**src/rtl/ap_handshake_event_recorder.sv**
```systemverilog
// ap_handshake_event_recorder
//
// Watches one HLS block's ap_start/ap_ready/ap_done/ap_continue handshake.
// It turns every completed transaction into a timestamped record {txn_id,
// start_ts, end_ts, latency, stall, flags}. Records are buffered in a
// first-word-fall-through FIFO that a downstream status dumper drains
// through a valid/ready port.
//
// Optional feature: define HS_RECORDER_STALL_COUNT_EN to count the cycles
// with ap_done=1 and ap_continue=0 for each transaction. When the macro is
// undefined, rec_stall is constant 0 and the port widths stay the same.
//
// Ports
//   clock        system clock, rising edge
//   reset        synchronous, active-high
//   ap_start     monitored block start
//   ap_ready     monitored block ready (input accepted)
//   ap_done      monitored block done
//   ap_continue  monitored block continue
//   finish       end-of-simulation request (latched)
//   rec_valid    record available at the FIFO head
//   rec_ready    consumer accepts the head record
//   rec_txn_id   transaction ID
//   rec_start_ts cycle count at start capture
//   rec_end_ts   cycle count at done&continue
//   rec_latency  end - start, modulo 2^TS_W
//   rec_stall    done-but-not-continued cycles before completion
//   rec_flags    [0] orphan end, [1] start dropped since previous record
//   inflight     number of queued start timestamps
//   drop_cnt     records lost to a full output FIFO (saturating)
//   drained      finish seen, no start pending, output FIFO empty
module ap_handshake_event_recorder #(
  parameter int TS_W         = 32,
  parameter int ID_W         = 16,
  parameter int MAX_INFLIGHT = 4,
  parameter int FIFO_DEPTH   = 8,
  parameter int STALL_W      = 16
) (
  input  logic                          clock,
  input  logic                          reset,
  input  logic                          ap_start,
  input  logic                          ap_ready,
  input  logic                          ap_done,
  input  logic                          ap_continue,
  input  logic                          finish,
  output logic                          rec_valid,
  input  logic                          rec_ready,
  output logic [ID_W-1:0]               rec_txn_id,
  output logic [TS_W-1:0]               rec_start_ts,
  output logic [TS_W-1:0]               rec_end_ts,
  output logic [TS_W-1:0]               rec_latency,
  output logic [STALL_W-1:0]            rec_stall,
  output logic [1:0]                    rec_flags,
  output logic [$clog2(MAX_INFLIGHT):0] inflight,
  output logic [15:0]                   drop_cnt,
  output logic                          drained
);

  localparam int SQ_AW = $clog2(MAX_INFLIGHT);
  localparam int OF_AW = $clog2(FIFO_DEPTH);
  localparam int REC_W = ID_W + 3*TS_W + STALL_W + 2;
  localparam logic [SQ_AW:0] SQ_FULL = (SQ_AW+1)'(MAX_INFLIGHT);
  localparam logic [OF_AW:0] OF_FULL = (OF_AW+1)'(FIFO_DEPTH);

  typedef enum logic [1:0] {
    S_RUN     = 2'd0,
    S_FLUSH   = 2'd1,
    S_DRAINED = 2'd2
  } state_t;

  function automatic logic [15:0] sat_inc16(input logic [15:0] v);
    return (v == 16'hFFFF) ? v : v + 16'd1;
  endfunction

  state_t state;

  logic [TS_W-1:0]    cyc;
  logic               armed;
  logic               drop_flag;
  logic [TS_W-1:0]    sq_mem [MAX_INFLIGHT];
  logic [SQ_AW-1:0]   sq_wr;
  logic [SQ_AW-1:0]   sq_rd;
  logic [SQ_AW:0]     sq_cnt;
  logic [ID_W-1:0]    txn_id;
  logic [STALL_W-1:0] stall_cnt;

  logic start_ev;
  logic end_ev;
  logic sq_full;
  logic sq_push;
  logic sq_drop;
  logic sq_pop;

  // Starts are ignored as soon as finish shows up, including its first cycle.
  assign start_ev = ap_start & armed & (state == S_RUN) & ~finish;
  assign end_ev   = ap_done & ap_continue;
  assign sq_full  = (sq_cnt == SQ_FULL);
  // A start that finds the queue full is dropped even if an end pops in the
  // same cycle; the drop is reported through the sticky flag.
  assign sq_push  = start_ev & ~sq_full;
  assign sq_drop  = start_ev & sq_full;
  assign sq_pop   = end_ev & (sq_cnt != '0);

  // ---- stage p0: handshake decode, start queue, ID / cycle counters ----
  logic               vld_p1;
  logic [ID_W-1:0]    id_p1;
  logic [TS_W-1:0]    start_p1;
  logic [TS_W-1:0]    end_p1;
  logic [TS_W-1:0]    lat_p1;
  logic [STALL_W-1:0] stall_p1;
  logic [1:0]         flags_p1;

  always_ff @(posedge clock) begin
    if (reset) begin
      cyc       <= '0;
      armed     <= 1'b1;
      drop_flag <= 1'b0;
      sq_wr     <= '0;
      sq_rd     <= '0;
      sq_cnt    <= '0;
      txn_id    <= '0;
      vld_p1    <= 1'b0;
    end else begin
      cyc <= cyc + 1'b1;
      // ready re-arms; a start with same-cycle ready keeps the flag set
      if (ap_start & ap_ready)
        armed <= 1'b1;
      else if (start_ev)
        armed <= 1'b0;
      drop_flag <= sq_drop | (drop_flag & ~end_ev);
      if (sq_push) sq_wr <= sq_wr + 1'b1;
      if (sq_pop)  sq_rd <= sq_rd + 1'b1;
      case ({sq_push, sq_pop})
        2'b10:   sq_cnt <= sq_cnt + 1'b1;
        2'b01:   sq_cnt <= sq_cnt - 1'b1;
        default: sq_cnt <= sq_cnt;
      endcase
      if (end_ev) txn_id <= txn_id + 1'b1;
      vld_p1 <= end_ev;
    end
  end

`ifdef HS_RECORDER_STALL_COUNT_EN
  function automatic logic [STALL_W-1:0] sat_inc_stall(input logic [STALL_W-1:0] v);
    return (v == {STALL_W{1'b1}}) ? v : v + 1'b1;
  endfunction

  always_ff @(posedge clock) begin
    if (reset)
      stall_cnt <= '0;
    else if (end_ev)
      stall_cnt <= '0;
    else if (ap_done & ~ap_continue)
      stall_cnt <= sat_inc_stall(stall_cnt);
  end
`else
  assign stall_cnt = '0;
`endif

  // Record build. The pop reads the head as it stood before any same-cycle
  // push, so an end with an empty queue is an orphan even if a start lands.
  always_ff @(posedge clock) begin
    if (sq_push) sq_mem[sq_wr] <= cyc;
    if (end_ev) begin
      id_p1    <= txn_id;
      end_p1   <= cyc;
      stall_p1 <= stall_cnt;
      if (sq_cnt != '0) begin
        start_p1 <= sq_mem[sq_rd];
        lat_p1   <= cyc - sq_mem[sq_rd];
        flags_p1 <= {drop_flag, 1'b0};
      end else begin
        start_p1 <= cyc;
        lat_p1   <= '0;
        flags_p1 <= {drop_flag, 1'b1};
      end
    end
  end

  // ---- stage p1: record enters the output FIFO ----
  logic [REC_W-1:0] of_mem [FIFO_DEPTH];
  logic [OF_AW-1:0] of_wr;
  logic [OF_AW-1:0] of_rd;
  logic [OF_AW:0]   of_cnt;
  logic             of_full;
  logic             of_push;
  logic             of_pop;
  logic             of_drop;
  logic [REC_W-1:0] of_head;

  assign of_full   = (of_cnt == OF_FULL);
  assign rec_valid = (of_cnt != '0);
  assign of_pop    = rec_valid & rec_ready;
  // a full FIFO still accepts a record when the head leaves in the same cycle
  assign of_push   = vld_p1 & (~of_full | of_pop);
  assign of_drop   = vld_p1 & of_full & ~of_pop;

  always_ff @(posedge clock) begin
    if (reset) begin
      of_wr    <= '0;
      of_rd    <= '0;
      of_cnt   <= '0;
      drop_cnt <= '0;
    end else begin
      if (of_push) of_wr <= of_wr + 1'b1;
      if (of_pop)  of_rd <= of_rd + 1'b1;
      case ({of_push, of_pop})
        2'b10:   of_cnt <= of_cnt + 1'b1;
        2'b01:   of_cnt <= of_cnt - 1'b1;
        default: of_cnt <= of_cnt;
      endcase
      if (of_drop) drop_cnt <= sat_inc16(drop_cnt);
    end
  end

  always_ff @(posedge clock) begin
    if (of_push)
      of_mem[of_wr] <= {id_p1, start_p1, end_p1, lat_p1, stall_p1, flags_p1};
  end

  // Stale storage is masked so the record fields read 0 while nothing is valid.
  assign of_head = rec_valid ? of_mem[of_rd] : '0;
  assign {rec_txn_id, rec_start_ts, rec_end_ts, rec_latency, rec_stall, rec_flags} = of_head;
  assign inflight = sq_cnt;

  // Run / flush / drained sequencing
  always_ff @(posedge clock) begin
    if (reset) begin
      state   <= S_RUN;
      drained <= 1'b0;
    end else begin
      case (state)
        S_RUN: begin
          if (finish) state <= S_FLUSH;
        end
        S_FLUSH: begin
          // a record still in the build stage counts as pending output
          if ((sq_cnt == '0) && (of_cnt == '0) && !vld_p1) begin
            state   <= S_DRAINED;
            drained <= 1'b1;
          end
        end
        S_DRAINED: begin
          drained <= 1'b1;
        end
        default: begin
          state   <= S_RUN;
          drained <= 1'b0;
        end
      endcase
    end
  end

endmodule

```
**config.mk**
```make
export PLATFORM = sky130hd
export DESIGN_NAME = ap_handshake_event_recorder
export DESIGN_NICKNAME = d
export VERILOG_FILES = /design/src/rtl/ap_handshake_event_recorder.sv
export SDC_FILE = /design/constraint.sdc
export NUM_CORES = 1
export LEC_CHECK = 0
export CAP_MARGIN = 20
export CORE_UTILIZATION = 32
export CTS_BUF_LIST = sky130_fd_sc_hd__clkbuf_4 sky130_fd_sc_hd__clkbuf_8
export DETAILED_ROUTE_END_ITERATION = 7
export HOLD_SLACK_MARGIN = 0.05
export PLACE_DENSITY = 0.51
export SYNTH_ARGS = -nofsm -noshare
export SYNTH_HDL_FRONTEND = slang
export SYNTH_SLANG_ARGS = --single-unit
```
**constraint.sdc**
```tcl
create_clock -name clock -period 12.5 [get_ports clock]
set_input_delay 2.5 -clock clock [delete_from_list [all_inputs] [get_ports clock]]
set_output_delay 2.5 -clock clock [all_outputs]
set_load 0.01 [all_outputs]
```
-- After elaboration in Yosys (flattened, before gate mapping)
Memories as Yosys holds them, arrays and structs flattened. A register that Yosys moved wholly into a read port is not among the register bits.
Cells that the tools add are included.
Widths: inputs -> output; s select.
- flip-flop bits (word level): 201
- bits in latches: 0
- bits in writable memories: 1040
- ROM bits: 0
- output and inout bits: 151
- memories kept: 2
- memories (memory ; depth ; bits a word ; read ports ; clocked after memory_dff ; write ports ; RTL line ; RTL):
    of_mem ; 8 ; 114 ; 1 ; 1 ; 1 ; 181 ; logic [REC_W-1:0] of_mem [FIFO_DEPTH];
    sq_mem ; 4 ; 32 ; 1 ; 1 ; 1 ; 80 ; logic [TS_W-1:0] sq_mem [MAX_INFLIGHT];
- add/sub/neg operators: 12
- $mul: 0
- div/mod/pow operators: 0
- magnitude comparators: 0
- equal/unequal tests: 11
- shift-type cells: 0
- muxes and demuxes: 18
- bitwise gates (word level): 23
- reduce and logical (&&, ||, !) cells: 14
- operator list (kind ; count):
    $mux 130 ; 1
    $add 16x1->16 const B ; 2
    $add 32x1->32 const B ; 1
    $mux 32 ; 1
    $sub 32x32->32 ; 1
    $eq 16x16->1 const B ; 1
    $and 1x1->1 ; 13
    $add 3x1->3 const B ; 3
    $mux 2 ; 4
    $not 1->1 ; 8
    $pmux 4 s2 ; 1
    $eq 2x1->1 const B ; 3
    $eq 2x2->1 const B ; 3
    $mux 1 ; 6
    $mux 3 ; 2
    $pmux 2 s3 ; 1
    $pmux 3 s2 ; 1
    $add 2x1->2 const B ; 2
    $add 4x1->4 const B ; 1
    $eq 4x4->1 const B ; 1
    $logic_not 4->1 ; 1
    $ne 2x2->1 const B ; 2
    $reduce_and 2->1 ; 2
    $reduce_bool 2->1 ; 2
    other kinds (13) ; 15

-- Depth between registers and ports, before layout
Gate-level depths: netlist of run 1.
- depth in word-level cells: 6
- gate-level depth with buffers: 13
- mapped depth without buffers: 12

-- Worst setup path after synthesis of run 1
Ideal clock, no wire load.
- path type: in2reg
- start: input rec_ready
- end: memory of_mem[0][0] (netlist name) (enable)
- setup time: 727 ps
- data arrival time: 10625 ps
- path slack: 1148 ps
- cell stages on the path: 4
- buffers on the path: 0
- cell sequence: nand3b_1 > and2_1 > nand2b_1 > nor3_1
- longest elaborated chain between the ends: 5
- ends and longest elaborated chain (what ; RTL line ; RTL):
    start: declaration ; 47 ; input logic rec_ready,
    $and 1x1->1 ; 193 ; assign of_pop = rec_valid & rec_ready;
    $or 1x1->1 ; 195 ; assign of_push = vld_p1 & (~of_full | of_pop);
    $and 1x1->1 ; 195 ;
    $mux 1 ; 217 ; if (of_push)
    $mux 1 (not written as such) ; 218 ; of_mem[of_wr] <= {id_p1, start_p1, end_p1, lat_p1, stall_p1, flags_p1};
    end: declaration ; 181 ;
No other way between the ends.

==> results by stage, run 1 <==
Global routing:
- Across every metal layer, demand over resource in global routing totals 0.152.
- The remaining global-route overflow is 0.
- The number of global-route vias before repair is 27.0k.
- The largest net degree at the start of global routing is 138.
- The first global-routing pass estimated 175 mm of wire.
- The number of antenna violations at the first check in global routing is 1.

STA:
- Measured against its own limit, the worst slew margin works out to 0.173.
- Setup repair after global routing left no endpoint under its margin.
- The number of pins with negative max-slew slack in the final report is 0.
- Clock skew on the completed layout was measured at 0.0600 ns.
- Summed over all failing endpoints, the final setup total negative slack is 0 ns.
- The post-route clock period utilization is 0.592.
- The fmax is 0.135 GHz.
- The worst path in the final design needs a cycle of 7.40 ns, including I/O delays and setup.
- Setup violations remaining at the end of the flow were counted as 0.
- At the pin with the least slew margin, the transition time is 1.24 ns.
- The number of hold-slack violations in the final timing report came to 0.

Setup path:
- The worst setup path is captured at an output port.
- For this design, the slowest cell found on the critical path is sky130_fd_sc_hd__dfxtp_4.
- STA classifies the critical path startpoint as a flop.
- At the worst endpoint, the required time is 10.00 ns.
- The most numerous cell on the critical path is sky130_fd_sc_hd__buf_4.
- Traced cell by cell, the critical path runs through buf_4 -> buf_4 -> mux4_2 -> mux2i_1 -> nor2_1 -> clkdlybuf4s50_1.
- The highest cell delay on the worst timing path is 0.97 ns.
- The worst endpoint data arrival time is 4.90 ns.
- Of all nets on the critical path, the largest fanout is 44.
- The critical setup path kind is flop to output port.

Cells and area:
- Measured on the finished design, the core utilization comes to 0.375.
- The filler cells instantiated in the layout total 13.9k.
- In the layout the commonest cells are sky130_fd_sc_hd__edfxtp_1 (1154), sky130_fd_sc_hd__mux4_2 (260), sky130_fd_sc_hd__nor2_1 (235).
- Of the cells placed in the final design, the portion with a size suffix greater than 1 is 0.215.
- The area added between synthesis and finish is 16.3%.
- The net count of the finished layout is 2956.
- Leaving out fill and tap cells, the most frequent cell in the layout is sky130_fd_sc_hd__edfxtp_1.

Clock tree:
- Hold repair after CTS inserted 0 buffers.
- The cell chosen for the clock root is sky130_fd_sc_hd__clkbuf_8.
- TritonCTS built the clock tree.
- The maximum buffer depth of the clock tree is 3.
- The setup fix buffers added after clock tree synthesis is 0.
- The H-tree depth reported by CTS is 4.
- The clock edge transition at the registers on the reported setup and hold paths is 0.06 ns.
- The number of cells upsized or downsized after cts is 0.
- The clock latency at the later pin of the worst-skew pair is 0.93 ns.
- The number of clock buffers added by TritonCTS is 202.
- The sink count of the clock tree is 1246.

Routing:
- Using the TritonRoute via totals, the vias-per-cell ratio works out to 4.84.
- The final layout contains routed wiring with a total length of 117 mm.
- In the final routed layout, each cell accounts on average for 23.0 µm.
- For this block, the via count after detailed routing is 24.6k.
- The final antenna-violating net count is 0.
- The pre-antenna-repair detailed-routing pass consisted of 7 iterations.
- In this run, the number of DRC markers left after iteration 0 of detailed routing was 1946.
- The residual DRC count is 0.

Worst hold path:
- The startpoint identified for the worst hold timing path is drop_flag.
- The type of the most critical hold path is flop to flop.

Die:
- The width of the chip is 393 µm.
- The core region is 0.152 mm².
- The starting utilization of the core area is 0.323.
- The number of rows created at floorplan is 143.
- The chip height is 393 µm.
- 159 I/O pins were placed.
- The area of the die is 0.155 mm².

Yosys:
- A synthesized cell averages 18.8 µm².
- The most instantiated flip-flop cell in the synthesis netlist is sky130_fd_sc_hd__edfxtp_1.
- The adder-cell area share of the yosys netlist is 0.0142.
- The compound-gate portion of the synthesized area is 0.0210.
- Synthesis produced a netlist whose cell count is 2611.
- In this run, synthesis produced a sequential element count of 1246.
- The main combinational cell family by area after synthesis is multiplexers.
- Of the total synthesized cell area, the portion taken by XOR and XNOR cells is 0.0145.
- The portion of synthesized area spent on multiplexers is 0.144.
- The async set or reset register ratio after synthesis is 0.
- Counting flops with a built-in enable in the synthesized netlist gives 1154.
- The post-synthesis cell type count is 62.
- The sequential share of the synthesized area is 0.745.
- The share of synthesized cell area in and, or, nand and nor gates is 0.0454.
- For this run, the number of Yosys warnings is 0.
- Summing every instance area after synthesis gives 0.0490 mm².

Power:
- The share of total power dissipated in combinational logic is 0.195.
- The internal power component is 7500 µW.
- Of the total power, the share spent switching nets is 0.273.
- For this design the ratio of total power to cell area is 181 mW/mm².
- IR analysis of the VDD net gives a maximum drop of 0.115 mV.
- The share of power burned in registers is 0.466.
- Of the total power, the clock network draws 0.339.
- The leakage power total is 0.0179 µW.
- The switching power of the nets is 2820 µW.

Flow run:
- The number of max-capacitance violations reported is 0.

Place:
- Summed over all nets, the half-perimeter wirelength after detailed placement is 65.6 mm.
- The number of I/O port buffers is 142.
- The final weighted congestion in routability-driven placement is 0.868.

Run status:
- The run finished with clean final reports.
-- sequential cells by signal (all words and copies together) (netlist names), 32 cells and up, named ones only --
signal,cells
lat_p1,32
end_p1,32
cyc,32
start_p1,32
of_mem,912
sq_mem,128
-- kinds of logic after synthesis --
group	Yosys count
simple gates	495
flops	1246
other cells	1
compound gates	171
buf+inv	182
fa+ha+maj	54
mux	381
xor+xnor	81
-- cell type report --
cell class | instances | area [µm²] | share of cell area
flip-flops and latches | 1246 | 36500 | 0.641
inverters | 54 | 205 | 0.00360
clock inverters | 96 | 652 | 0.0114
clock buffers | 277 | 3410 | 0.0598
diodes | 1 | 2.50 | 0.0000439
repair buffers | 192 | 1830 | 0.0321
multi-input cells | 1198 | 11800 | 0.208
well taps | 2030 | 2540 | 0.0446
-- power by group through the flow --
stage	combinational (µW)	clock [µW]	sequential [µW]
after floorplan	1270	0	4820
after global placement	2080	0	4890
after detailed placement	2080	0	4900
after CTS	2090	3620	4810
after global routing	2200	3790	4830
final	2010	3500	4810
-- final timing paths --
kind                          end  slack (ns)  depth (start not counted)
setup reg to reg       lat_p1[30]        7.65                         11
hold reg to reg       flags_p1[1]        0.44                          0
hold / removal        flags_p1[1]        0.44                          0
setup / recovery  rec_latency[20]        5.10                          6
-- per-stage QoR --
| step | cells | setup WS [ns] | total power [µW] | hold WS [ns] | instance area, µm² |
|---|---|---|---|---|---|
| floorplan | 2626 | 1.15 | 6090 | 0.409 | 49100 |
| global placement | 4720 | 5.83 | 6960 | 0.422 | 52900 |
| detailed placement | 4720 | 5.83 | 6980 | 0.432 | 52900 |
| CTS | 5093 | 4.75 | 10500 | 0.448 | 57000 |
| global route | 5094 | 4.54 | 10800 | 0.460 | 57000 |
| finish | 5094 | 5.10 | 10300 | 0.444 | 57000 |
-- critical path, delay by kind of cell, from the launching register on --
kind / cells / cell delay (ns)
buffers and inverters: 3 / 1.99
and+or+nand+nor: 1 / 0.08
DFF: 1 / 0.97
muxes: 2 / 0.83
-- metal layers --
metal | up-vias | part of all wire | track usage
li1 | 10900 | - | -
met1 | 13000 | 0.44 | 0.199
met2 | 588 | 0.50 | 0.255
met3 | 165 | 0.044 | 0.0304
met4 | 0 | 0.020 | 0.0448
met5 | - | 0 | 0
-- Yosys cell counts, types with 3 or more instances --
| master | number | area [µm²] |
|---|---|---|
| sky130_fd_sc_hd__o21ai_0 | 15 | 75.1 |
| sky130_fd_sc_hd__buf_4 | 16 | 120 |
| sky130_fd_sc_hd__a211oi_1 | 6 | 45.0 |
| sky130_fd_sc_hd__nor4_1 | 3 | 18.8 |
| sky130_fd_sc_hd__mux4_2 | 260 | 5860 |
| sky130_fd_sc_hd__buf_2 | 33 | 165 |
| sky130_fd_sc_hd__edfxtp_1 | 1154 | 34700 |
| sky130_fd_sc_hd__mux2i_1 | 121 | 1210 |
| sky130_fd_sc_hd__inv_2 | 5 | 18.8 |
| sky130_fd_sc_hd__nor2b_1 | 12 | 75.1 |
| sky130_fd_sc_hd__nor3b_1 | 3 | 22.5 |
| sky130_fd_sc_hd__nand2_1 | 105 | 394 |
| sky130_fd_sc_hd__xor2_1 | 48 | 420 |
| sky130_fd_sc_hd__clkbuf_1 | 68 | 255 |
| sky130_fd_sc_hd__and3_1 | 25 | 156 |
| sky130_fd_sc_hd__dfxtp_1 | 92 | 1840 |
| sky130_fd_sc_hd__nor2_1 | 241 | 905 |
| sky130_fd_sc_hd__or3_1 | 13 | 81.3 |
| sky130_fd_sc_hd__a21o_1 | 9 | 67.6 |
| sky130_fd_sc_hd__a31oi_1 | 4 | 25.0 |
| sky130_fd_sc_hd__fa_1 | 3 | 60.1 |
| sky130_fd_sc_hd__o21a_1 | 4 | 30.0 |
| sky130_fd_sc_hd__nand4_1 | 13 | 81.3 |
| sky130_fd_sc_hd__buf_1 | 11 | 41.3 |
| sky130_fd_sc_hd__a21oi_1 | 57 | 285 |
| sky130_fd_sc_hd__and2_1 | 13 | 81.3 |
| sky130_fd_sc_hd__a211o_1 | 4 | 35.0 |
| sky130_fd_sc_hd__nand3b_1 | 3 | 22.5 |
| sky130_fd_sc_hd__o31ai_1 | 5 | 37.5 |
| sky130_fd_sc_hd__nand2b_1 | 8 | 50.1 |
| sky130_fd_sc_hd__nor3_1 | 20 | 100 |
| sky130_fd_sc_hd__ha_1 | 51 | 638 |
| sky130_fd_sc_hd__nand3_1 | 25 | 125 |
| sky130_fd_sc_hd__xnor2_1 | 33 | 289 |
| sky130_fd_sc_hd__o21ai_1 | 47 | 235 |
| sky130_fd_sc_hd__o21bai_1 | 4 | 30.0 |
| sky130_fd_sc_hd__inv_1 | 49 | 184 |
No activity file was read; power rests on OpenSTA's default activity.
==> run 2: changes to the inputs <==
- PLACE_DENSITY: 0.51 -> 0.53
- clock period: 12.5 -> 6 ns (I/O delays scaled with it)
==> run 2 against run 1 <==
Sequential share of layout area decreased by 0.77 points. Flip-flop and latch count unchanged. Combinational power increased by 110%. Global-route usage decreased by 0.69 points. Cell count increased by 0.35%. Clock skew decreased by 0.00059 ns. Routed wire length decreased by 3.7%. Utilization increased by 0.46 points. Register-to-register slack got worse by 5.7 ns. Die area unchanged. Non-clock buffer count increased by 14. Clock-buffer cell count increased by 24. Critical path type unchanged. Highest routed layer is now met5.
==> results by stage, run 2 (synthesis results as in run 1) <==
Run status:
- The flow ran to the end, and the final reports show no timing, DRC or antenna violations.

Routing:
- The detailed-routing iteration count for the pre-antenna-repair pass is 6.
- Dividing the detail-routed wire length by the instance count gives 22.1 µm.
- The residual DRC count is 0.
- The count of nets left with antenna violations once routing finished came out at 0.
- The number of DRC violations after detailed-routing iteration 0 is 1563.
- The detailed-route vias per instance is 4.80.
- After detailed routing, the total wire length is 113 mm.
- The routed layout has 24.6k vias.

STA:
- Setup repair after global routing left no endpoint under its margin.
- The fmax is 0.204 GHz.
- The number of pins with negative max-slew slack in the final report came to 0.
- On the final layout, the worst clock skew is 0.0595 ns.
- Of the available clock period, the critical path in the final layout requires 0.818.
- The relative slew slack is 0.306.
- The number of hold-slack violations in the final timing report is 0.
- For the pin with the worst max-slew slack, the measured transition is 1.03 ns.
- The clock period could shrink to 4.91 ns.
- Setup violations remaining at the end of the flow were counted as 0.

Setup path:
- The worst endpoint data arrival time is 3.71 ns.
- The kind of launch point of the worst setup path is a flop.
- In this run the worst path has a maximum fanout of 37.
- The worst setup path is of the flop to output port kind.
- The worst setup path is captured at an output port.
- The critical path data required time is 4.80 ns.

Cells and area:
- The fraction of final layout cells sized beyond drive strength 1 is 0.224.
- The area used by sequential logic in the layout is 0.0365 mm².
- In the final layout, the registers with the most flip-flops are of_mem x912, sq_mem x128.
- The net total in the final layout is 2971.
- After routing the design area is 0.0577 mm².
- The filler cells instantiated in the layout total 13.9k.
- The multi-input combinational cells in the finished layout cover a total of 0.0119 mm².
- The most common library cell in the layout ignoring fill and taps is sky130_fd_sc_hd__edfxtp_1.
- In the layout the commonest cells are sky130_fd_sc_hd__edfxtp_1 (1154), sky130_fd_sc_hd__mux4_2 (260), sky130_fd_sc_hd__nor2_1 (235).
- From synthesis to final layout, the design area changed by 17.7%.
- The number of flip-flops in the largest register is 912.
- The register with the highest flop count is of_mem.

Die:
- The die is 393 µm wide.
- 159 I/O pins were placed.
- The number of rows created at floorplan is 143.
- The core outline area is 0.152 mm².
- For this configuration, the core starts out at a cell density of 0.323.
- The chip height is 393 µm.
- The floorplan step defined a die boundary enclosing 0.155 mm².

Place:
- The number of I/O port buffers is 142.
- The total half-perimeter wirelength after legalization and detailed placement is 63.9 mm.
- After detailed placement, the total cell area comes to 0.0533 mm².
- The final weighted congestion in routability-driven placement is 0.893.

Global routing:
- The wire length of the first global-routing pass is 168 mm.
- The remaining global-route overflow is 0.
- Entering global routing, the biggest net connects 116 pins.
- The number of antenna violations at the first check in global routing is 3.
- The number of global-route vias before repair is 25.9k.
- The all-layer global routing usage is 0.145.

Clock tree:
- The H-tree was split into 4 levels.
- The TritonCTS buffer count is 203.
- Post-CTS repair changed the size of 0 cells.
- The clock latency at the later pin of the worst-skew pair is 0.91 ns.
- Post-CTS timing repair inserted 0 buffers for setup.
- The TritonCTS clock tree is yes.
- The maximum buffer depth of the clock tree is 3.
- The post-cts hold buffer count is 0.
- The sink count of the clock tree is 1246.
- CTS placed an instance of sky130_fd_sc_hd__clkbuf_8 at the clock tree root.
- The clock edge transition at the registers on the reported setup and hold paths is 0.06 ns.

Flow run:
- The number of max-capacitance violations reported is 0.

Power:
- The total chip power is 22000 µW.
- VDD sags by at most 0.462 mV.
- The leakage power total is 0.0182 µW.
- Dividing total power by cell area gives a power density of 382 mW/mm².

Worst hold path:
- The type of the most critical hold path is flop to flop.
## run 2: through the flow
stage | TNS, ns | instances | setup WS, ns | utilization | hold WS, ns
floorplan | -687.04 | 2626 | -0.990 | - | 0.409
global placement | 0 | 4733 | 1.87 | 0.351 | 0.438
detailed placement | 0 | 4733 | 1.85 | 0.351 | 0.440
CTS | 0 | 5108 | 0.828 | 0.380 | 0.448
global route | 0 | 5112 | 0.795 | 0.380 | 0.467
finish | 0 | 5112 | 1.09 | 0.380 | 0.449
## run 2: power breakdown
part	leakage (µW)	total (µW)	internal, µW	switching [µW]
registers	0.0113	10000	9750	269
clock network	0.00230	7750	4310	3440
logic	0.00456	4260	2060	2210
## run 2: area by class of cell
| cell class | count | area share |
|---|---|---|
| Inverter | 54 | 0.00360 |
| Clock inverter | 74 | 0.0120 |
| Sequential cell | 1246 | 0.633 |
| Multi-Input combinational cell | 1198 | 0.206 |
| Clock buffer | 301 | 0.0636 |
| Timing Repair Buffer | 206 | 0.0383 |
| Tap cell | 2030 | 0.0440 |
| Antenna cell | 3 | 0.000130 |
## run 2: path summary, 6_finish.rpt
kind | slack, ns | start | endpoint | cells after the start
hold / removal | 0.45 | drop_flag | flags_p1[1] | 0
setup / recovery | 1.09 | flop | rec_latency[20] | 6
hold reg to reg | 0.45 | drop_flag | flags_p1[1] | 0
setup reg to reg | 1.97 | flop | lat_p1[23] | 11
## run 2: per-layer routing
metal  vias up  global-route usage  wire length (µm)
li1      10900                   -                 -
met1     12900               0.194             50800
met2       567               0.236             54700
met3       177              0.0325              5410
met4         2              0.0425              2160
met5         -                   0                17
## run 2: critical path, stage by stage (launching register included)
cell and delay (ns):
sky130_fd_sc_hd__dfxtp_4 0.88, sky130_fd_sc_hd__buf_4 0.34, sky130_fd_sc_hd__buf_4 0.27, sky130_fd_sc_hd__mux4_2 0.52, sky130_fd_sc_hd__mux2i_1 0.22, sky130_fd_sc_hd__nor2_1 0.06, sky130_fd_sc_hd__clkdlybuf4s50_1 0.50
==> edit: new RTL, config.mk and constraints of run 2 <==
Set the parameter `STALL_W` to 24 (it was 16).
--- a/src/rtl/ap_handshake_event_recorder.sv
+++ b/src/rtl/ap_handshake_event_recorder.sv
@@ -34,7 +34,7 @@
   parameter int ID_W         = 16,
   parameter int MAX_INFLIGHT = 4,
   parameter int FIFO_DEPTH   = 8,
-  parameter int STALL_W      = 16
+  parameter int STALL_W      = 24
 ) (
   input  logic                          clock,
   input  logic                          reset,
Interface: changed (resized rec_stall); port bits go from 159 to 167. The function was not compared with the original's and may differ.
==> edit against run 2 <==
Synthesized area is 0.12% higher. Setup slack worse by 320 ps. Highest routed layer is now met4. Power is 1.1% lower. Final area is 0.26% lower. First-iteration DRC count is 6.9% higher. Cell count is 0.25% higher. Sequential cell count stayed put. Die area is 0.12% higher. Routed wire length is 2.0% higher.
==> edit: results (changes against run 2) <==
status: "finished, final reports clean"  # unchanged
antenna_found_initial: 2  # was 3
grt_start_max_net_pins: 117  # was 116
nNetsFinal: 2982  # was 2,971
grt.total_usage: 0.149  # was 0.145
post-cts-setup-buffers: 0  # unchanged
wl_per_cell_um: 22.5  # was 22.1 um
peakVddDrop_uv: 510  # was 462 uV
grt_pass1_vias: 25700  # was 25,900
async_reset_ff_frac: 0  # unchanged
vias_per_cell: 4.80  # about the same
relSlewSlack: 0.204  # was 0.306
first_iter_violations: 1671  # was 1,563
drt-total-wl_um: 115000  # was 113,000 um
synth_area_per_cell_um2: 18.7  # was 18.8 um2
drive_gt1_frac: 0.220  # was 0.224
finClkSkew_ps: 59.8  # was 59.5 ps
fillers: 14100  # was 13,900
grt_first_pass_wirelength_um: 171000  # was 168,000 um
gp_congestion: 0.870  # was 0.893
ys_top_cells_by_area: "edfxtp_1 71%, mux4_2 12%, dfxtp_1 3.8%"  # unchanged
cts_made_buffers: 202  # was 203
place_ws_ps: 1590  # was 1850 ps
netlist_top_cells_count: "1,154 x edfxtp_1, 260 x mux4_2, 241 x nor2_1"  # unchanged
place_inst: 4746  # was 4,733
cp_data_arrival_time_ps: 4030  # was 3710 ps
crit_fanout: 29  # was 37
ys_seq_area_frac: 0.744  # was 0.745
dr.pass1.iters: 7  # was 6
## edit: changes by cell type after synthesis, sizes merged
cell and delta:
buf +8
## edit: final timing paths
check                  end  slack (ps)  cells after the start
min reg2reg    flags_p1[1]         440                      0
max          rec_end_ts[5]         770                      6
min            flags_p1[1]         440                      0
max reg2reg     lat_p1[30]        1950                     11
## edit: area by class of cell
cell class,instances,share of cell area
clock inverters,99,0.0133
repair buffers,210,0.0382
multi-input cells,1206,0.207
clock buffers,277,0.0594
flip-flops and latches,1246,0.635
diodes,3,0.000130
inverters,54,0.00361
well taps,2030,0.0441
## edit: cells by family (layout without fill, tap and decap cells)
kind of cell | count (synthesis) | in the layout | synth area share
simple gates | 495 | 495 | 0.0453
mux | 381 | 381 | 0.144
compound gates | 171 | 171 | 0.0209
xor+xnor | 81 | 81 | 0.0145
fa+ha+maj | 54 | 54 | 0.0142
flops | 1246 | 1246 | 0.744
other cells | 1 | 27 | 0.0000764
buf+inv | 190 | 640 | 0.0172
## edit: worst max-delay path, cell delays in order (launching register included)
cell and delay (ps):
dfxtp_4 770, buf_12 280, buf_4 400, mux4_2 550, mux2i_1 480, nor2_1 80, clkdlybuf4s50_1 510
## edit: metrics by stage
step / cell area [um2] / setup TNS (ps)
finish: 57500 / 0
global placement: 53300 / 0
detailed placement: 53300 / 0
global route: 57500 / 0
CTS: 57500 / 0
floorplan: 49200 / -687040
## edit: layer usage
layer | vias up | GRT usage | part of all wire
met5 | - | 0 | 0
met2 | 605 | 0.238 | 0.48
li1 | 10900 | - | -
met4 | 0 | 0.0451 | 0.018
met3 | 171 | 0.0281 | 0.044
met1 | 12900 | 0.207 | 0.46
## edit: where the power goes
group	internal [mW]	switching, mW
Clock	4.08	3.45
Sequential	9.75	0.266
Combinational	2.04	2.19
Total	15.9	5.92
